===== src/rtl/unified_mem_arbiter.sv =====
// unified_mem_arbiter
// Shares the single-port unified instruction/data memory between the core
// datapath and the program loader / DMA port. One transaction per cycle is
// granted, and read data returning one cycle later is tagged back to the
// requester that issued it. The loader has priority, but a starvation counter
// forces a core grant after BURST_MAX consecutive loader grants while the
// core is waiting.
//
// Parameters
//   AW        address width
//   DW        data width
//   BURST_MAX max consecutive loader grants while the core waits (>= 1)
//
// Ports
//   clk, reset                          clock, async active-high reset
//   core_req/we/addr/wdata              core request channel
//   core_gnt, core_stall                core grant / stall (combinational)
//   core_rvalid, core_rdata             core read response
//   ld_req/we/addr/wdata                loader request channel
//   ld_gnt, ld_rvalid, ld_rdata         loader grant and read response
//   mem_en/we/addr/wdata, mem_rdata     single-port memory interface
//   owner                               owner of last granted transaction
//                                       (00 none, 01 core, 10 loader)

module unified_mem_arbiter #(
    parameter int unsigned AW        = 32,
    parameter int unsigned DW        = 32,
    parameter int unsigned BURST_MAX = 8
) (
    input  logic          clk,
    input  logic          reset,

    input  logic          core_req,
    input  logic          core_we,
    input  logic [AW-1:0] core_addr,
    input  logic [DW-1:0] core_wdata,
    output logic          core_gnt,
    output logic          core_stall,
    output logic          core_rvalid,
    output logic [DW-1:0] core_rdata,

    input  logic          ld_req,
    input  logic          ld_we,
    input  logic [AW-1:0] ld_addr,
    input  logic [DW-1:0] ld_wdata,
    output logic          ld_gnt,
    output logic          ld_rvalid,
    output logic [DW-1:0] ld_rdata,

    output logic          mem_en,
    output logic          mem_we,
    output logic [AW-1:0] mem_addr,
    output logic [DW-1:0] mem_wdata,
    input  logic [DW-1:0] mem_rdata,

    output logic [1:0]    owner
);

    localparam int unsigned CW = $clog2(BURST_MAX + 1);
    localparam logic [CW-1:0] CNT_MAX = CW'(BURST_MAX);

    localparam logic [1:0] OWN_NONE = 2'b00;
    localparam logic [1:0] OWN_CORE = 2'b01;
    localparam logic [1:0] OWN_LD   = 2'b10;

    typedef enum logic [1:0] {
        RD_NONE = 2'b00,
        RD_CORE = 2'b01,
        RD_LD   = 2'b10
    } rd_pend_t;

    rd_pend_t      rd_pend;
    rd_pend_t      rd_pend_nxt;
    logic [CW-1:0] ld_cnt;
    logic [CW-1:0] ld_cnt_nxt;
    logic [1:0]    owner_nxt;

    // Grant selection; reset blocks all grants so nothing reaches memory.
    always_comb begin
        core_gnt = 1'b0;
        ld_gnt   = 1'b0;
        if (!reset) begin
            if (core_req && ld_req) begin
                // Loader wins until it has used its burst allowance.
                ld_gnt   = (ld_cnt < CNT_MAX);
                core_gnt = ~(ld_cnt < CNT_MAX);
            end else begin
                core_gnt = core_req;
                ld_gnt   = ld_req;
            end
        end
    end

    // Stall must settle in-cycle; the controller samples it before the edge.
    assign core_stall = core_req & ~core_gnt & ~reset;

    // Memory port mux; idle port drives zeros.
    always_comb begin
        mem_en    = core_gnt | ld_gnt;
        mem_we    = 1'b0;
        mem_addr  = '0;
        mem_wdata = '0;
        if (core_gnt) begin
            mem_we    = core_we;
            mem_addr  = core_addr;
            mem_wdata = core_wdata;
        end else if (ld_gnt) begin
            mem_we    = ld_we;
            mem_addr  = ld_addr;
            mem_wdata = ld_wdata;
        end
    end

    // Read data is shared; rvalid tells each consumer whether it is theirs.
    assign core_rdata = mem_rdata;
    assign ld_rdata   = mem_rdata;

    // Starvation counter: counts loader grants taken while the core waits.
    always_comb begin
        ld_cnt_nxt = ld_cnt;
        if (core_gnt || !core_req) begin
            ld_cnt_nxt = '0;
        end else if (ld_gnt && (ld_cnt != CNT_MAX)) begin
            ld_cnt_nxt = ld_cnt + CW'(1);
        end
    end

    // Owner tracks the last grant and holds across idle cycles.
    always_comb begin
        owner_nxt = owner;
        if (core_gnt) begin
            owner_nxt = OWN_CORE;
        end else if (ld_gnt) begin
            owner_nxt = OWN_LD;
        end
    end

    // Read-pending tag: next state and rvalid decode.
    always_comb begin
        rd_pend_nxt = RD_NONE;
        core_rvalid = 1'b0;
        ld_rvalid   = 1'b0;
        if (core_gnt && !core_we) begin
            rd_pend_nxt = RD_CORE;
        end else if (ld_gnt && !ld_we) begin
            rd_pend_nxt = RD_LD;
        end
        case (rd_pend)
            RD_CORE: core_rvalid = 1'b1;
            RD_LD:   ld_rvalid   = 1'b1;
            default: begin
                core_rvalid = 1'b0;
                ld_rvalid   = 1'b0;
            end
        endcase
    end

    // State registers; a reset drops any in-flight read response.
    always_ff @(posedge clk or posedge reset) begin
        if (reset) begin
            rd_pend <= RD_NONE;
            ld_cnt  <= '0;
            owner   <= OWN_NONE;
        end else begin
            rd_pend <= rd_pend_nxt;
            ld_cnt  <= ld_cnt_nxt;
            owner   <= owner_nxt;
        end
    end

endmodule


===== config.mk =====
export PLATFORM = sky130hd
export DESIGN_NAME = unified_mem_arbiter
export DESIGN_NICKNAME = d
export VERILOG_FILES = /design/src/rtl/unified_mem_arbiter.sv
export SDC_FILE = /design/constraint.sdc
export NUM_CORES = 1
export LEC_CHECK = 0
export ABC_AREA = 1
export BUFFER_PORTS_ARGS = -buffer_cell sky130_fd_sc_hd__buf_2
export CAP_MARGIN = 20
export CORE_AREA = 5 5 116 118
export DETAILED_ROUTE_END_ITERATION = 7
export DIE_AREA = 0 0 121 123
export PLACE_DENSITY = 0.46
export SYNTH_ARGS = -nofsm -noshare
export SYNTH_HDL_FRONTEND = slang
export SYNTH_SLANG_ARGS = --single-unit

===== constraint.sdc =====
create_clock -name clk -period 2.33 [get_ports clk]
set_input_delay 0.466 -clock clk [delete_from_list [all_inputs] [get_ports clk]]
set_output_delay 0.466 -clock clk [all_outputs]
set_load 0.005 [all_outputs]

After elaboration in Yosys (flattened, before gate mapping)
Index checks and enable logic that the tools add are counted.
Widths: inputs -> output; s select.
{ "totals": {"register_bits": 8, "input_bits": 166, "out_inout_bits": 137, "wordCells": 42} }
{ "classes": {"addsub": 1, "magnitude_cmp": 1, "n_eq_ne": 3, "n_mux": 18, "bitwise": 6, "reduce_logical": 10} }
{ "op_table": {"columns": ["cell", "n"], "rows": [
  ["$mux 32", 4],
  ["$mux 1", 8],
  ["$mux 2", 4],
  ["$mux 4", 2],
  ["$add 4x1->4 const B", 1],
  ["$logic_and 1x1->1", 4],
  ["$lt 4x4->1 const B", 1],
  ["$ne 4x4->1 const B", 1],
  ["$reduce_bool 2->1", 2],
  ["$logic_not 1->1", 3],
  ["$not 1->1", 3],
  ["$and 1x1->1", 2],
  ["$eq 2x1->1 const B", 1],
  ["$eq 2x2->1 const B", 1],
  ["$logic_or 1x1->1", 1],
  ["$or 1x1->1", 1]
]} }

Logic depth before layout (Yosys ltp)
Gate-level depths: netlist of run 1.
{ "logic_depth": {"ltp_word": 7, "depth_mapped": 8} }

Worst setup path before layout of run 1
OpenSTA, ideal clock, no wires.
{ "synth_path": {"path_kind": "input-to-output", "startpoint": "in reset", "endpoint": "out mem_addr[0]", "t_arrival_ps": 1274, "required_ps": 1864, "path_slack_ps": 590, "cell_stages": 7, "path_cell_list": "inv_2 nand2_2 nor2_4 buf_4 buf_6 nand2_1 nand2_1"} }
{ "synth_between": {"elab_chain_len": 3, "word_cells_on_any_way": 4, "classes_between": "4 x mux"} }
{ "synth_lines": {"columns": ["item", "line", "text"], "rows": [
  ["from (decl)", "31", "input logic reset,"],
  ["$mux 1", "82", "if (!reset) begin"],
  ["$mux 32", "107", "end else if (ld_gnt) begin"],
  ["$mux 32 (*)", "103", "if (core_gnt) begin"],
  ["to (decl)", "52", "output logic [AW-1:0] mem_addr,"]
]} }
Mark *: on every way between the ends. The rest lies on a longest branch, timed or not.

Worst setup path in the final report of run 1
{ "layout_path": {"startpoint": "in reset", "endpoint": "out mem_wdata[14]"} }
{ "layout_between": {"elab_chain_len": 3, "word_cells_on_any_way": 4, "classes_between": "4 x mux"} }
{ "layout_lines": {"columns": ["item", "line", "text"], "rows": [
  ["$mux 1", "82", null],
  ["$mux 32", "107", null],
  ["$mux 32 (*)", "103", null],
  ["to (decl)", "53", "output logic [DW-1:0] mem_wdata,"]
]} }
Marked as above.

==> results of run 1 <==
-- where the power goes --
group          switching [W]  total, W  leakage [nW]  internal, W
registers         0.00000435  0.000151         0.106     0.000146
logic               0.000164  0.000337          1.61     0.000173
clock network      0.0000651  0.000286        0.0370     0.000221
-- cells in the mapped netlist --
library cell,count,area share
nor2_4,1,0.0064
buf_6,6,0.038
ha_1,2,0.014
a21oi_1,2,0.0057
a21boi_1,1,0.0043
buf_2,7,0.020
nand2_1,202,0.43
nand2_2,2,0.0071
nor2_1,9,0.019
dfrtp_1,8,0.11
xor2_1,1,0.0050
nand3_2,1,0.0057
inv_2,3,0.0064
buf_4,65,0.28
nand3_1,10,0.028
inv_1,8,0.017
-- metal layers --
| metal | GRT usage | up-vias | wire [um] |
|---|---|---|---|
| met5 | 0 | - | 0 |
| met4 | 0.0297 | 0 | 212 |
| met3 | 0.0361 | 21 | 848 |
| met2 | 0.171 | 116 | 4050 |
| met1 | 0.117 | 969 | 3090 |
| li1 | - | 1184 | - |
-- flip-flops by register name (all words and copies together), names as in the netlist --
signal and flops:
rd_pend 2, owner 2, ld_cnt 4
-- cells by family (layout without fill, tap and decap cells) --
family	after synthesis	in the layout	share of synthesized area
flip-flops	8	8	0.114
AND/OR/NAND/NOR	225	225	0.498
AO/OA/AOI/OAI	3	3	0.00996
XOR/XNOR	1	1	0.00498
adder cells (fa/ha/maj)	2	2	0.0142
buffers and inverters	89	225	0.359
-- worst reg2reg max path, stage by stage, from the launching register on --
cell and delay [ns]:
dfrtp_1 0.39, nand2_1 0.10, inv_2 0.05, nor2_4 0.22, buf_12 0.21, nand2_1 0.12
nand3_1 0.10, nand2_1 0.06
-- per-stage QoR --
step	instances	hold WS [ns]	cell area [um^2]	util	power, W
after CTS	636	0.117	2560	0.207	0.000789
after global routing	636	0.125	2560	0.207	0.000835
final	636	0.117	2560	0.207	0.000774
after detailed placement	633	0.360	2490	0.201	0.000497
after global placement	633	0.354	2490	0.201	0.000496
after floorplan	328	0.268	1760	-	0.000366
-- worst min path at each step --
stage               start         to  slack (ns)  cells past startpoint
global placement    reset   owner[0]        0.35                      2
detailed placement  reset   owner[0]        0.36                      2
CTS                 reset   owner[0]        0.12                      2
global route        reset   owner[0]        0.12                      2
finish              reset   owner[0]        0.12                      2
floorplan           reset  ld_cnt[0]        0.27                      1
-- area by class of cell --
cell class / count / area share
clock buffers: 3 / 0.0293
inverters: 11 / 0.0161
repair buffers: 211 / 0.431
multi-input cells: 231 / 0.361
flip-flops and latches: 8 / 0.0780
well taps: 172 / 0.0839
==> out/results.txt, run 1 <==
Status: finished, final reports clean
Vias per cell: 3.60
ANT cells: 0
Post-synth cell types: 16
Crit Path Max Fanout: 38
Layout area overhead: 45.8%
Cell Pwr Density: 302 nW/um^2
Max-cap violations: 0
Post-Syn Area: 1760 um^2
# IOs: 303
Fill cell count: 1,443
Critical path endpoint: mem_wdata[14]
Reg area: 200 um^2
CP Capture Type: primary output
Worst setup path startpoint: reset
Worst R2R End: ld_cnt[1]
Initial antenna violation count: 0
Vias: 2,290
Gr usage total: 0.0997
Register area share after synthesis: 0.114
Dpl hpwl: 7180 um
Hold_buf cts: 0
Core ar.: 12,400 um^2
Syn. warnings: 0
First-pass DRT Iterations: 4
Min Tclk post-route: 2.03 ns
Number of setup violations in the final report: 0
Setup CP Type: in2out
Overflow after GRT: 0
I/O Buffers: 206
GPL Wtd Cong: 0.783
Final Hold Viols: 0
DRC violations left: 0
Post_cts resized: 0
Post-synthesis average cell area: 5.36 um^2
Crit-path cells: buf_2, inv_2, nand2_2, nor2_4, buf_12, nand2_1, nand2_1, buf_2
Cell count after synthesis: 328
Peak VDD IR: 0.256 mV
Flop-to-flop setup slack: 0.99 ns
Pre-CTS WS: 0.250 ns
Flops & latches, synth: 8
Clk_skew: 0.00169 ns
Syn nets: 496
Detail Route Antenna Nets: 0
Slowest cell on crit path: nor2_4
Vias in the first global route: 2,312
Die Ht: 123 um
Worst hold-check path type: in2async
Buffers inserted by post-CTS timing repair: 0
Worst reg2reg path depth: 7
Worst-path clk slew: 0.03 ns
Max Clock Freq: 493 MHz
Fraction of layout cells with a size suffix above 1: 0.476
CTS tree: done
Die W: 121 um
FP Rows: 41
Total CTS buffers: 3
DR WL/cell: 12.9 um
First-pass GRT wire length: 11,800 um
Slew @ Worst Pin: 0.508 ns
Htree depth: 1
Root buffer cell: clkbuf_16
Tcrit/Tclk final: 0.871
Max clock buf depth: 2
Leak: 1.75 nW
Delay-heaviest family, CP: buffers and inverters
Startpoint Class: primary input
FF-to-FF Start: ld_cnt[3]
Nets@finish: 634
Initial Utilization: 0.142
Die area: 14,900 um^2
Most common cell after layout, fill and taps aside: buf_2
Final setup margin: 0.300 ns
CP required: 1.86 ns
Clock Latency Late Sink: 0.23 ns
Slew HR: 0.661
RSZ-0062 raised after global routing: no
Arrival @ worst endpoint: 1.56 ns
Clock Sinks: 8
Pins Over Slew Limit: 0
Most frequent cells in the layout: buf_2, nand2_1, nand3_1
Pin count of the biggest net entering global routing: 43
Setup_tns: 0 ns
WP buf/inv: 4
Routed wire length: 8200 um
Critical path's largest stage delay: 0.26 ns
Initial DRC Count: 84
Multi-input combinational cell area: 927 um^2
Worst path depth: 8
Note: power is estimated with default switching activity, not from simulation.
==> run 2, diff against run 1 <==
==> config.mk (replaced) <==
export PLATFORM = sky130hd
export DESIGN_NAME = unified_mem_arbiter
export DESIGN_NICKNAME = d
export VERILOG_FILES = /design/src/rtl/unified_mem_arbiter.sv
export SDC_FILE = /design/constraint.sdc
export NUM_CORES = 1
export LEC_CHECK = 0
export ABC_AREA = 1
export CAP_MARGIN = 20
export CORE_AREA = 5 5 113 115
export DETAILED_ROUTE_END_ITERATION = 7
export DIE_AREA = 0 0 118 120
export DONT_BUFFER_PORTS = 1
export PLACE_DENSITY = 0.3
export RECOVER_POWER = 50
export SYNTH_ARGS = -nofsm -noshare
export SYNTH_HDL_FRONTEND = slang
export SYNTH_SLANG_ARGS = --single-unit
==> out/results.txt, run 2 (synthesized netlist as in run 1, its figures left out) <==
Routed wire length: 6970 um (-15%)
RSZ-0062 raised after global routing: no
Clock Sinks: 8 (unchanged)
Buffers inserted by post-CTS timing repair: 0 (unchanged)
Reg with most FFs: ld_cnt
CTS tree: done
Die area: 14,200 um^2 (-4.9%)
Initial antenna violation count: 0 (unchanged)
Pins Over Slew Limit: 0 (unchanged)
Core ar.: 11,700 um^2 (-5.3%)
Hold_buf cts: 0 (unchanged)
Detail Route Antenna Nets: 0 (unchanged)
First-pass GRT wire length: 9630 um (-19%)
Final hold slack: 0.0456 ns (-0.0714 ns)
Layout area overhead: -16.6%
First-pass DRT Iterations: 5 (+1)
Critical path's largest stage delay: 0.36 ns (+0.10 ns)
Max reg flops: 4 (unchanged)
Most common cell after layout, fill and taps aside: nand2_1
Vias in the first global route: 1,546 (-33%)
I/O Buffers: 0 (-100%)
Root buffer cell: clkbuf_16
Max-cap violations: 0 (unchanged)
Die W: 118 um (-2.5%)
DRC violations left: 0 (unchanged)
Worst hold-check path type: in2async
Nets@finish: 429 (-32%)
Slowest cell on crit path: dfrtp_1
Dpl hpwl: 6120 um (-15%)
WP buf/inv: 3 (-1)
Most frequent cells in the layout: nand2_1, nand3_1, nor2_1
Gr usage total: 0.0863 (-0.0134)
Number of setup violations in the final report: 0 (unchanged)
Die Ht: 120 um (-2.4%)
Cell Pwr Density: 408 nW/um^2 (+35%)
Status: finished, final reports clean
FP Rows: 40 (-2.4%)
Worst-path clk slew: 0.04 ns (about the same)
Vias per cell: 4.07 (+13%)
Leak: 0.856 nW (-51%)
CP Capture Type: primary output
Initial DRC Count: 68 (-19%)
Pin count of the biggest net entering global routing: 35 (-19%)
ANT cells: 0 (unchanged)
Slew HR: 0.642 (-0.0186)
Largest registers: ld_cnt (4), owner (2), rd_pend (2)
Setup CP Type: reg2out
# IOs: 303 (unchanged)
Htree depth: 1 (unchanged)
DR WL/cell: 17.2 um (+33%)
Worst R2R End: ld_cnt[0]
Worst path depth: 7 (-1)
Max Clock Freq: 495 MHz (+0.56%)
GPL Wtd Cong: 0.697 (-11%)
Post-route insts no fill: 406 (-36%)
Delay-heaviest family, CP: simple AND/OR/NAND/NOR gates
Crit-path cells: inv_1, nand2_2, nand3_1, inv_2, buf_4, nand2_1, nand2_1
Flop-to-flop setup slack: 0.94 ns (-0.05 ns)
Arrival @ worst endpoint: 1.55 ns (about the same)
FF-to-FF Start: ld_cnt[3]
Crit Path Max Fanout: 32 (-16%)
Total CTS buffers: 3 (unchanged)
Slew @ Worst Pin: 0.535 ns (+0.0278 ns)
Worst reg2reg path depth: 7 (unchanged)
Max clock buf depth: 2 (unchanged)
Initial Utilization: 0.150 (+0.00792)
CP required: 1.86 ns (about the same)
Post_cts resized: 0 (unchanged)
Overflow after GRT: 0 (unchanged)
Fraction of layout cells with a size suffix above 1: 0.0579 (-0.418)
Most frequent CP cell: nand2_1
Final Hold Viols: 0 (unchanged)
Min Tclk post-route: 2.02 ns (-0.0114 ns)
Vias: 1,652 (-28%)
Clk_skew: 0.00357 ns (+0.00188 ns)
Peak VDD IR: 0.478 mV (+87%)
Placed Cells incl. Taps: 403 (-36%)
Setup_tns: 0 ns (unchanged)
Tcrit/Tclk final: 0.866 (-0.00489)
Clock Latency Late Sink: 0.23 ns (about the same)
Startpoint Class: flip-flop
-- run 2: cell types whose count changed in the layout (fill, tap and decap cells not counted), sizes merged --
cell and change:
buf -205
-- run 2: power by group --
group          internal (W)  switching (W)  total [W]
logic             0.0000424       0.000113   0.000155
registers          0.000146     0.00000677   0.000153
clock network      0.000221      0.0000688   0.000290
-- run 2: worst max path at each step --
| stage | startpoint | endpoint | slack, ns |
|---|---|---|---|
| 3_5_place_dp | reset | mem_wdata[12] | 0.30 |
| 3_3_place_gp | reset | mem_we | 0.30 |
| 6_report | ld_cnt[3] | mem_wdata[12] | 0.31 |
| 2_1_floorplan | reset | mem_addr[0] | 0.59 |
| 4_1_cts | ld_cnt[3] | mem_wdata[12] | 0.29 |
| 5_1_grt | ld_cnt[3] | mem_wdata[12] | 0.09 |
-- run 2: per-stage QoR --
| stage | total power (W) | setup slack, ns | util | area, um^2 |
|---|---|---|---|---|
| 2_1_floorplan | 0.000366 | 0.590 | - | 1760 |
| 3_3_place_gp | 0.000315 | 0.300 | 0.119 | 1400 |
| 3_5_place_dp | 0.000315 | 0.297 | 0.119 | 1400 |
| 4_1_cts | 0.000607 | 0.290 | 0.126 | 1470 |
| 5_1_grt | 0.000633 | 0.0926 | 0.125 | 1470 |
| 6_report | 0.000598 | 0.312 | 0.125 | 1470 |
-- run 2: final cells by class --
class / count / area, um^2
multi-input cells: 231 / 922
clock buffers: 3 / 75.1
fillers: 1416 / 10200
flip-flops and latches: 8 / 200
well taps: 147 / 184
repair buffers: 6 / 45.0
inverters: 11 / 41.3
-- run 2: worst register-to-register path, cell delays in order (launching register included) --
cell	delay, ns
dfrtp_1	0.39
nand2_1	0.10
inv_2	0.05
nor2_4	0.09
buf_4	0.31
nand2_1	0.17
nand3_1	0.11
nand2_1	0.05
-- run 2: per-layer routing --
| layer | track usage | vias to the layer above | share of wire |
|---|---|---|---|
| met5 | 0 | - | 0 |
| met4 | 0.0387 | 0 | 0.043 |
| met3 | 0.0556 | 34 | 0.17 |
| met2 | 0.123 | 131 | 0.43 |
| met1 | 0.101 | 712 | 0.36 |
| li1 | - | 775 | - |
==> run 3, diff against run 2 <==
--- a/config.mk
+++ b/config.mk
@@ -11,6 +11,7 @@
 export DETAILED_ROUTE_END_ITERATION = 7
 export DIE_AREA = 0 0 118 120
 export DONT_BUFFER_PORTS = 1
+export HOLD_SLACK_MARGIN = 0.1
 export PLACE_DENSITY = 0.3
 export RECOVER_POWER = 50
 export SYNTH_ARGS = -nofsm -noshare
==> out/results.txt, run 3 (synthesized netlist as in run 1, its figures left out) <==
Status: finished, final reports clean
Initial DRC Count: 91 (+34%)
Most frequent CP cell: nand2_1
CP required: 1.86 ns (about the same)
Nets@finish: 430 (+0.23%)
Overflow after GRT: 0 (unchanged)
Clock Sinks: 8 (unchanged)
Die W: 118 um (unchanged)
Vias in the first global route: 1,555 (+0.58%)
Arrival @ worst endpoint: 1.56 ns (about the same)
Initial antenna violation count: 0 (unchanged)
Setup_tns: 0 ns (unchanged)
Pin count of the biggest net entering global routing: 35 (unchanged)
Die Ht: 120 um (unchanged)
Post-layout util: 0.126 (+0.000854)
I/O Buffers: 0 (unchanged)
Clock Latency Late Sink: 0.23 ns (about the same)
ANT cells: 0 (unchanged)
Pins Over Slew Limit: 0 (unchanged)
Post_cts resized: 0 (unchanged)
Htree depth: 1 (unchanged)
Root buffer cell: clkbuf_16
Initial Utilization: 0.150 (unchanged)
Worst reg2reg path depth: 7 (unchanged)
# IOs: 303 (unchanged)
Max Clock Freq: 494 MHz (-0.30%)
FP Rows: 40 (unchanged)
Buffers inserted by post-CTS timing repair: 0 (unchanged)
Fill cell count: 1,415 (-0.071%)
Vias: 1,658 (+0.36%)
Max clock buf depth: 2 (unchanged)
Routed wire length: 7000 um (+0.53%)
Peak VDD IR: 0.473 mV (-1.1%)
Hold_buf cts: 1 (+1)
Tcrit/Tclk final: 0.869 (+0.00259)
Leak: 0.861 nW (+0.61%)
Gr usage total: 0.0869 (+0.000592)
Worst R2R End: ld_cnt[0]
Number of setup violations in the final report: 0 (unchanged)
Flop-to-flop setup slack: 0.94 ns (about the same)
Clk_skew: 0.00231 ns (-0.00126 ns)
DR WL/cell: 17.2 um (+0.28%)
Setup CP Type: reg2out
Max-cap violations: 0 (unchanged)
Dpl hpwl: 6120 um (unchanged)
Min Tclk post-route: 2.02 ns (+0.00602 ns)
Total CTS buffers: 3 (unchanged)
Final Hold Viols: 0 (unchanged)
Vias per cell: 4.07 (+0.12%)
Worst hold-check path type: in2reg
Crit Path Max Fanout: 32 (unchanged)
Largest registers: ld_cnt (4), owner (2), rd_pend (2)
Most common cell after layout, fill and taps aside: nand2_1
Detail Route Antenna Nets: 0 (unchanged)
CTS tree: done
Slew @ Worst Pin: 0.531 ns (-0.00418 ns)
Cell Pwr Density: 404 nW/um^2 (-0.84%)
Die area: 14,200 um^2 (unchanged)
Most frequent cells in the layout: nand2_1, nand3_1, inv_1, nor2_1, dfrtp_1
Critical path endpoint: mem_wdata[31]
RSZ-0062 raised after global routing: no
GPL Wtd Cong: 0.697 (unchanged)
Worst-path clk slew: 0.04 ns (about the same)
Startpoint Class: flip-flop
FF-to-FF Start: ld_cnt[3]
Core ar.: 11,700 um^2 (unchanged)
Critical path's largest stage delay: 0.36 ns (about the same)
Layout area overhead: -16.0%
First-pass DRT Iterations: 4 (-1)
Slew HR: 0.645 (+0.00279)
DRC violations left: 0 (unchanged)
CP Capture Type: primary output
Max reg flops: 4 (unchanged)
Worst setup path startpoint: ld_cnt[3]
First-pass GRT wire length: 9700 um (+0.79%)
Reg with most FFs: ld_cnt
Crit-path cells: inv_1, nand2_2, nand3_1, inv_2, buf_4, nand2_1, nand2_1
Slowest cell on crit path: dfrtp_1
Fraction of layout cells with a size suffix above 1: 0.0538 (-0.00407)
run 3: changes by cell type in the layout (fill, tap and decap cells not counted), sizes merged:
cell	delta
dlygate4sd3	+1
run 3: final cells by class:
| class | count | area [um^2] | area share |
|---|---|---|---|
| sequential | 8 | 200 | 0.135 |
| multi-input combinational | 231 | 922 | 0.624 |
| inverter | 11 | 41.3 | 0.0279 |
| clock buffer | 3 | 75.1 | 0.0508 |
| tap | 147 | 184 | 0.124 |
| timing repair buffer | 7 | 55.1 | 0.0373 |
run 3: layer usage:
layer	up-vias	wire, um	part of all wire	GRT usage
met3	32	1160	0.17	0.0551
met2	132	3010	0.43	0.124
li1	776	-	-	-
met4	0	282	0.040	0.0387
met1	718	2550	0.36	0.102
met5	-	0	0	0
run 3: power breakdown:
part,internal [W],total (W),switching [W]
clock,0.000221,0.000288,0.0000664
combinational,0.0000434,0.000157,0.000113
sequential,0.000146,0.000153,0.00000686
total,0.000411,0.000597,0.000187
run 3: critical path, delay by kind of cell (launching register included):
kind,cells,cell delay (ns)
buffers and inverters,3,0.47
DFF,1,0.36
and+or+nand+nor,4,0.49
run 3: metrics by stage:
step           hold slack [ns]  power, W  cell area [um^2]  cells  worst slack, ns
5_1_grt                  0.310  0.000635              1480    407           0.0965
2_1_floorplan            0.268  0.000366              1760    328            0.590
4_1_cts                  0.307  0.000609              1480    407            0.300
6_report                 0.305  0.000597              1480    407            0.305
3_5_place_dp             0.302  0.000315              1400    403            0.297
3_3_place_gp             0.301  0.000315              1400    403            0.300
run 3: how the worst min path moves through the flow:
| stage | startpoint | end | slack (ns) | depth (start not counted) |
|---|---|---|---|---|
| floorplan | reset | ld_cnt[0] | 0.27 | 1 |
| global placement | reset | rd_pend[1] | 0.30 | 1 |
| detailed placement | reset | rd_pend[0] | 0.30 | 1 |
| CTS | ld_we | rd_pend[1] | 0.31 | 1 |
| global route | ld_we | rd_pend[1] | 0.31 | 1 |
| finish | ld_we | rd_pend[1] | 0.30 | 1 |
